### src/rtl/uart_rx_if.sv
// rtl/uart_rx_if.sv - serial line, divisor and received-byte strobe bundle for uart_rx
interface uart_rx_if #(
    parameter int DATA_W = 8
);
    logic [15:0]       uart_cnt;
    logic              uart_rxd;
    logic              uart_flag;
    logic [DATA_W-1:0] uart_data;
    logic              uart_busy;
    logic              frame_err;

    // line driver / byte consumer side
    modport master (
        output uart_cnt,
        output uart_rxd,
        input  uart_flag,
        input  uart_data,
        input  uart_busy,
        input  frame_err
    );

    // receiver side
    modport slave (
        input  uart_cnt,
        input  uart_rxd,
        output uart_flag,
        output uart_data,
        output uart_busy,
        output frame_err
    );
endinterface

### src/rtl/uart_rx.sv
// rtl/uart_rx.sv - 8N1 oversampling UART receiver with stop-bit error strobe
module uart_rx #(
    parameter int DATA_W = 8
) (
    input logic      clk,
    input logic      rst_n,
    uart_rx_if.slave bus
);
    localparam int IDX_W = $clog2(DATA_W);
    localparam logic [IDX_W-1:0] LAST_IDX = IDX_W'(DATA_W - 1);

    typedef enum logic [1:0] {IDLE, START, DATA, STOP} state_t;

    state_t            state;
    state_t            next_state;
    logic              s1;
    logic              s2;
    logic              s3;
    logic [15:0]       nl;
    logic [15:0]       baud_cnt;
    logic [IDX_W-1:0]  bit_idx;
    logic [DATA_W-1:0] shreg;

    logic fall;
    logic sample;
    logic wrap;
    logic load;
    logic shift_en;
    logic set_flag;
    logic set_err;

    // Falling edge of the synchronised line; s3 lags s2 by one clock.
    assign fall   = s3 & ~s2;
    // Mid-bit sample point and end-of-bit wrap. With nl >= 4 they never coincide.
    assign sample = (baud_cnt == (nl >> 1));
    assign wrap   = (baud_cnt == (nl - 16'd1));

    // Two-flop synchroniser plus one history flop for edge detection.
    always_ff @(posedge clk or negedge rst_n) begin
        if (!rst_n) begin
            s1 <= 1'b1;
            s2 <= 1'b1;
            s3 <= 1'b1;
        end else begin
            s1 <= bus.uart_rxd;
            s2 <= s1;
            s3 <= s2;
        end
    end

    // FSM state register.
    always_ff @(posedge clk or negedge rst_n) begin
        if (!rst_n) begin
            state <= IDLE;
        end else begin
            state <= next_state;
        end
    end

    // Next-state logic and per-cycle control strobes.
    always_comb begin
        next_state = state;
        load       = 1'b0;
        shift_en   = 1'b0;
        set_flag   = 1'b0;
        set_err    = 1'b0;
        case (state)
            IDLE: begin
                if (fall) begin
                    load       = 1'b1;
                    next_state = START;
                end
            end
            START: begin
                // A start bit that is high again at mid-bit was a glitch.
                if (sample && s2) begin
                    next_state = IDLE;
                end else if (wrap) begin
                    next_state = DATA;
                end
            end
            DATA: begin
                if (sample) begin
                    shift_en = 1'b1;
                end
                if (wrap && (bit_idx == LAST_IDX)) begin
                    next_state = STOP;
                end
            end
            STOP: begin
                // Return to IDLE at mid stop bit so a following start edge is not missed.
                if (sample) begin
                    set_flag   = s2;
                    set_err    = ~s2;
                    next_state = IDLE;
                end
            end
            default: next_state = IDLE;
        endcase
    end

    // Divisor latch, baud counter and bit index.
    always_ff @(posedge clk or negedge rst_n) begin
        if (!rst_n) begin
            nl       <= 16'd0;
            baud_cnt <= 16'd0;
            bit_idx  <= '0;
        end else begin
            if (load) begin
                nl <= bus.uart_cnt;
            end
            if (state == IDLE || wrap) begin
                baud_cnt <= 16'd0;
            end else begin
                baud_cnt <= baud_cnt + 16'd1;
            end
            if (state == START) begin
                bit_idx <= '0;
            end else if (state == DATA && wrap) begin
                bit_idx <= bit_idx + 1'b1;
            end
        end
    end

    // LSB-first shift register: each sampled bit enters at the MSB.
    always_ff @(posedge clk or negedge rst_n) begin
        if (!rst_n) begin
            shreg <= '0;
        end else if (shift_en) begin
            shreg <= {s2, shreg[DATA_W-1:1]};
        end
    end

    // Registered outputs: strobes, held byte and busy.
    always_ff @(posedge clk or negedge rst_n) begin
        if (!rst_n) begin
            bus.uart_flag <= 1'b0;
            bus.frame_err <= 1'b0;
            bus.uart_data <= '0;
            bus.uart_busy <= 1'b0;
        end else begin
            bus.uart_flag <= set_flag;
            bus.frame_err <= set_err;
            if (set_flag) begin
                bus.uart_data <= shreg;
            end
            bus.uart_busy <= (next_state != IDLE);
        end
    end
endmodule
### src/flat_wrapper.sv
// flat-port wrapper written by rule: the top's interface ports become plain ports
module uart_rx_flat 
#(
    parameter int DATA_W = 8
)
  (clk, rst_n, bus_uart_cnt, bus_uart_rxd, bus_uart_flag, bus_uart_data, bus_uart_busy, bus_frame_err);
  uart_rx_if #(.DATA_W(DATA_W)) bus_i ();
  input logic clk;
  input logic rst_n;
  input wire logic [$bits(bus_i.uart_cnt)-1:0] bus_uart_cnt;
  input wire logic [$bits(bus_i.uart_rxd)-1:0] bus_uart_rxd;
  output wire logic [$bits(bus_i.uart_flag)-1:0] bus_uart_flag;
  output wire logic [$bits(bus_i.uart_data)-1:0] bus_uart_data;
  output wire logic [$bits(bus_i.uart_busy)-1:0] bus_uart_busy;
  output wire logic [$bits(bus_i.frame_err)-1:0] bus_frame_err;
  assign bus_i.uart_cnt = bus_uart_cnt;
  assign bus_i.uart_rxd = bus_uart_rxd;
  assign bus_uart_flag = bus_i.uart_flag;
  assign bus_uart_data = bus_i.uart_data;
  assign bus_uart_busy = bus_i.uart_busy;
  assign bus_frame_err = bus_i.frame_err;
  uart_rx #(.DATA_W(DATA_W)) u_core (.clk(clk), .rst_n(rst_n), .bus(bus_i));
endmodule
### config.mk
export PLATFORM = sky130hd
export DESIGN_NAME = uart_rx_flat
export DESIGN_NICKNAME = d
export VERILOG_FILES = /design/src/rtl/uart_rx_if.sv /design/src/rtl/uart_rx.sv /design/src/flat_wrapper.sv
export SDC_FILE = /design/constraint.sdc
export NUM_CORES = 1
export LEC_CHECK = 0
export ABC_AREA = 1
export BUFFER_PORTS_ARGS = -buffer_cell sky130_fd_sc_hd__buf_2
export CORE_MARGIN = 5
export CORE_UTILIZATION = 45
export CTS_BUF_LIST = sky130_fd_sc_hd__clkbuf_2 sky130_fd_sc_hd__clkbuf_4 sky130_fd_sc_hd__clkbuf_8
export CTS_CLUSTER_SIZE = 28
export DETAILED_ROUTE_END_ITERATION = 10
export GPL_TIMING_DRIVEN = 0
export SLEW_MARGIN = 25
export SYNTH_ARGS = -nofsm -noshare
export SYNTH_HDL_FRONTEND = slang
export SYNTH_SLANG_ARGS = --single-unit
### constraint.sdc
create_clock -name clk -period 2.6 [get_ports clk]
set_input_delay 0.39 -clock clk [delete_from_list [all_inputs] [get_ports clk]]
set_output_delay 0.39 -clock clk [all_outputs]
set_load 0.05 [all_outputs]
## Word level (Yosys, flattened, before mapping)

Index checks and enable logic that the tools add are counted.

| word-level totals | value |
|---|---|
| output and inout port bits | 11 |
| input port bits | 19 |
| memories kept | 0 |
| register bits after elaboration | 59 |
| memory bits (writable) | 0 |
| memory bits (read-only) | 0 |
| logic and storage cells | 47 |
| latch bits | 0 |

| cells by class | value |
|---|---|
| bitwise logic cells | 2 |
| divide/modulo/power cells | 0 |
| $add $sub $neg | 3 |
| multiply operators | 0 |
| shift operators | 0 |
| reductions and logical operators | 7 |
| mux-type cells | 17 |
| $lt $le $gt $ge | 0 |
| equality and inequality tests | 6 |

Operators by type and width:

| cell | number |
|---|---|
| $add 16x1->16 const B | 1 |
| $eq 16x15->1 | 1 |
| $eq 16x16->1 | 1 |
| $mux 16 | 1 |
| $sub 16x1->16 const B | 1 |
| $mux 2 | 5 |
| $mux 1 | 8 |
| $pmux 2 s4 | 1 |
| $mux 3 | 2 |
| $eq 2x2->1 const B | 2 |
| $reduce_bool 2->1 | 2 |
| $add 3x1->3 const B | 1 |
| $eq 3x3->1 const B | 1 |
| $logic_and 1x1->1 | 3 |
| $eq 2x1->1 const B | 1 |
| $logic_not 2->1 | 1 |
| $and 1x1->1 | 1 |
| $logic_or 1x1->1 | 1 |
| $not 1->1 | 1 |

## Depth between registers and ports, before layout

| depth | value |
|---|---|
| depth in word-level cells | 6 |
| depth in mapped cells | 17 |
| depth with buffers taken out | 17 |

## Least setup slack after synthesis

Ideal clock, no wire load.

| path | value |
|---|---|
| path kind | reg2reg |
| from | reg u_core.nl[0] |
| to | reg u_core.bus.uart_busy |
| arrival time | 1.692 ns |
| cell stages (with the launch flop) | 17 |
| setup time | 0.122 ns |
| path buffers | 0 |
| period minus slack after synthesis | 1.814 ns |
| data required time | 2.478 ns |
| setup slack | 0.786 ns |
| cells stage by stage | dfrtp_1 inv_1 ha_1 nand2_1 inv_1 nor2_1 nand2_1 nor2_1 nand2_1 nor2_1 nand2_1 nor2_4 nand3_4 nand3_1 nand2_1 nor2_1 nand2_1 |

| between the ends | value |
|---|---|
| longest elaborated chain between the ends | 6 |
| elaborated cells between the ends (all ways) | 8 |
| classes of those cells | add/sub (1); eq/ne (1); mux (4); reduce/logical (2) |

Ends and longest elaborated chain:

| what | RTL line | text |
|---|---|---|
| from (decl) | uart_rx.sv:19 | `logic [15:0] nl;` |
| from (signal assigned) | uart_rx.sv:110 | `nl <= bus.uart_cnt;` |
| $sub 16x1->16 (*) | uart_rx.sv:36 | `assign wrap = (baud_cnt == (nl - 16'd1));` |
| $eq 16x16->1 (*) | uart_rx.sv:36 |  |
| $mux 2 / $logic_and 1x1->1 (equally long branches) | uart_rx.sv:78, uart_rx.sv:86 |  |
| $mux 2 (on tied branches) | uart_rx.sv:76, uart_rx.sv:86 |  |
| $pmux 2 s4 (*) | uart_rx.sv:67 | `case (state)` |
| $reduce_bool 2->1 (*) | uart_rx.sv:147 | `bus.uart_busy <= (next_state != IDLE);` |
| to (signal assigned) | uart_rx.sv:147 |  |
| to (decl) | uart_rx_if.sv:28 | `output uart_busy,` |

Every way passes the cells marked *; elsewhere a longest branch is shown, timed or not.
A chain may end at the register's enable or synchronous reset.

## Final worst setup path

Same ends and word-level chain as after synthesis.

==> flow_metrics.env <==
export IMPL_reg2reg_to="u_core.bus.uart_busy"
export IMPL_grt_pass1_wl_mm=12.8
export IMPL_first_pass_iters=4
export IMPL_worst_slew_margin_rel_pct=50.1
export IMPL_fmax_mhz=469
export IMPL_dieArea_um2=9520
export IMPL_syn_num_nets=465
export IMPL_io_buffers=29
export IMPL_rsz0062_at_grt="false"
export IMPL_cts_resized=0
export IMPL_cp_slowest_cell="dfrtp_1"
export IMPL_die_h_um=97.6
export IMPL_fin_tns_setup_ps=0
export IMPL_path_depth=16
export IMPL_max_stage_delay_ps=380
export IMPL_clock_sinks=59
export IMPL_io_pins=30
export IMPL_post_cts_buffers=0
export IMPL_path_buf_inv=2
export IMPL_muxShareOfSynthArea_pct=0.653
export IMPL_ctsHoldBuffers=0
export IMPL_dpl_cell_area_um2=3720
export IMPL_clkLatencyLatePin_ps=340
export IMPL_crit_family="simple AND/OR/NAND/NOR gates"
export IMPL_cp_required_ps=2830
export IMPL_antenna_found_initial=0
export IMPL_synth_compound_area_share_pct=6.57
export IMPL_r2r_start="u_core.nl[0]"
export IMPL_power_density_nw_per_um2=888
export IMPL_post_drt_wl_per_cell_um=12.6
export IMPL_dp_hpwl_mm=5.64
export IMPL_synth_main_ff_cell="dfrtp_1"
export IMPL_fp_dieW_um=97.6
export IMPL_period_needed_ps=2130
export IMPL_vias=2767
export IMPL_async_reset_ff_share_pct=100
export IMPL_finalSetupViolations=0
export IMPL_drcViolationCount=0
export IMPL_drv_cap=0
export IMPL_drv_slew=0
export IMPL_htree_levels=3
export IMPL_diodes=0
export IMPL_fin_nets=505
export IMPL_grt_use_total_pct=16.7
export IMPL_tightest_slew_ps=749
export IMPL_cts_tree="done"
export IMPL_power_total_w=0.00349
export IMPL_grt_ovfl_total=0
export IMPL_cts_root_buffer="clkbuf_8"
export IMPL_synthCells=442
export IMPL_crit_type="reg2reg"
export IMPL_cts_buffers=9
export IMPL_ir_drop_uv=409
export IMPL_stdcell_count=589
export IMPL_grt_max_degree=60
export IMPL_finalHoldViolations=0
export IMPL_core_area_um2=7610
export IMPL_skew_ps=7.68
export IMPL_synth_adder_area_share_pct=1.45
export IMPL_area_growth_pct=14.0
export IMPL_start_util_pct=45.3
export IMPL_post_place_cells=573
export IMPL_final_layout_size_suffix_gt1_share_pct=22.2
export IMPL_synth_seq_cells=59
export IMPL_min_period_over_period_pct=82.0
export IMPL_synth_simple_area_share_pct=33.6
export IMPL_ys_warn_count=0
export IMPL_cts_path_max_buffers=2
export IMPL_critPathLaunchType="flop"
export IMPL_postRouteAntennaNets=0
export IMPL_placementRows=32
export IMPL_grt_pass1_vias=2672
export IMPL_crit_top_cell="nand2_1"
export IMPL_postLayoutCellArea_um2=3930
export IMPL_synthesis_area_um2=3450
export IMPL_clk_pin_slew_ps=80
export IMPL_vias_per_cell=4.70
export IMPL_cp_end_kind="flop"
export IMPL_status="complete, no violations"
export IMPL_synth_top_family_by_area="simple AND/OR/NAND/NOR gates"
export IMPL_synth_distinct_cells=32
export IMPL_synth_edff_count=0
export IMPL_drtIter0Drc=117
export IMPL_crit_fanout=4
export IMPL_r2r_slack_ps=470
export IMPL_crit_arrival_ps=2360
export IMPL_yosysSeqAreaShare_pct=42.9
export IMPL_crit_chain="inv_1 > ha_1 > nand2_1 > inv_1 > nor2_1 > nand2_1 > nor2_1 > nand2_1 > nor2_1 > nand2_1 > nor2_4 > nand3_4 > nand3_1 > nand2_1 > nor2_1 > nand2_1"
export IMPL_final_util_pct=51.7
export IMPL_rr_worst_depth=16
export IMPL_postSynthAreaPerCell_um2=7.80
export IMPL_p_leak_nw=1.92
export IMPL_synthXorXnorAreaFrac_pct=6.35
export IMPL_wl_mm=7.45
export IMPL_nFillCells=756
export IMPL_finalWeightedCongestion=0.842
export IMPL_hold_class="in2async"
-- worst max path at each step --
stage / startpoint / to / slack, ps
2_1_floorplan: u_core.nl[0] / u_core.bus.uart_busy / 790
3_3_place_gp: u_core.nl[0] / u_core.bus.uart_busy / 510
3_5_place_dp: u_core.nl[0] / u_core.bus.uart_busy / 460
5_1_grt: u_core.nl[1] / u_core.bus.uart_busy / 200
6_report: u_core.nl[0] / u_core.bus.uart_busy / 470
4_1_cts: u_core.nl[0] / u_core.bus.uart_busy / 440
-- power by group --
group | leakage, nW | internal [W] | switching, W
registers | 0.746 | 0.00111 | 0.000261
logic | 1.07 | 0.000483 | 0.000753
clock network | 0.105 | 0.000458 | 0.000430
-- cells in the mapped netlist (5+ instances only) --
library cell	n	area, um^2
nor3b_1	5	37.5
nor2_4	7	78.8
o21ai_1	10	50.1
o21ai_2	7	61.3
inv_1	52	195
buf_2	5	25.0
nor2_1	55	206
nand3_1	22	110
dfrtp_1	56	1400
nand3_2	6	60.1
a21oi_1	20	100
xor2_1	12	105
xnor2_1	13	114
nor3_1	5	25.0
nand2_1	114	428
inv_2	7	26.3
nor2_2	12	75.1
-- layer usage --
layer | wire length, um | track usage [%]
met4 | 78 | 3.51
met3 | 231 | 4.16
met1 | 3810 | 23.7
met2 | 3330 | 25.7
met5 | 0 | 0
-- flip-flops by register name, indices dropped and copies added, names as in the netlist --
| signal | cells |
|---|---|
| u_core.baud_cnt | 16 |
| u_core.bit_idx | 3 |
| u_core.bus.frame_err | 1 |
| u_core.bus.uart_busy | 1 |
| u_core.bus.uart_data | 8 |
| u_core.bus.uart_flag | 1 |
| u_core.nl | 16 |
| u_core.s1 | 1 |
| u_core.s2 | 1 |
| u_core.s3 | 1 |
| u_core.shreg | 8 |
| u_core.state | 2 |
-- kinds of logic after synthesis --
| group | count (synthesis) |
|---|---|
| buffers and inverters | 70 |
| multiplexers | 2 |
| adder cells (fa/ha/maj) | 4 |
| flip-flops | 59 |
| XOR/XNOR | 25 |
| AO/OA/AOI/OAI | 40 |
| AND/OR/NAND/NOR | 242 |
-- cells in the final DEF, fill, tap and decap left out, drive strengths merged --
| cell type | instances |
|---|---|
| nand2 | 119 |
| nor2 | 74 |
| inv | 62 |
| dfrtp | 56 |
| buf | 38 |
| nand3 | 30 |
| a21oi | 20 |
| o21ai | 20 |
| xnor2 | 13 |
| xor2 | 12 |
| clkbuf | 11 |
| nor3 | 7 |
| nor3b | 5 |
| nand4 | 4 |
| ha | 4 |
| clkinv | 3 |
| dfstp | 3 |
| nand3b | 2 |
| mux2 | 2 |
| or2 | 1 |
| bufinv | 1 |
-- worst reg2reg max path, cell delays in order, from the launching register on --
cell     delay, ps
dfrtp_1        380
inv_1          120
ha_1           260
nand2_1         70
inv_1           40
nor2_1          70
nand2_1        100
nor2_1         160
nand2_1         60
nor2_1          90
nand2_1         90
nor2_4         120
nand3_4        110
nand3_1         90
nand2_1         50
nor2_1         150
nand2_1         60
-- cell type report --
class / count / area, um^2 / share of cell area [%]
Buffer: 11 / 71.3 / 1.81
Clock buffer: 9 / 124 / 3.15
Clock inverter: 7 / 82.6 / 2.10
Inverter: 59 / 221 / 5.63
Multi-Input combinational cell: 313 / 1680 / 42.6
Sequential cell: 59 / 1480 / 37.7
Tap cell: 102 / 128 / 3.25
Timing Repair Buffer: 29 / 148 / 3.76
-- metrics by stage --
stage	worst slack (ps)	hold WS, ps
floorplan	786	94.4
CTS	440	137
finish	468	114
global placement	509	348
global route	199	123
detailed placement	458	348
No activity file was read; power rests on OpenSTA's default activity.
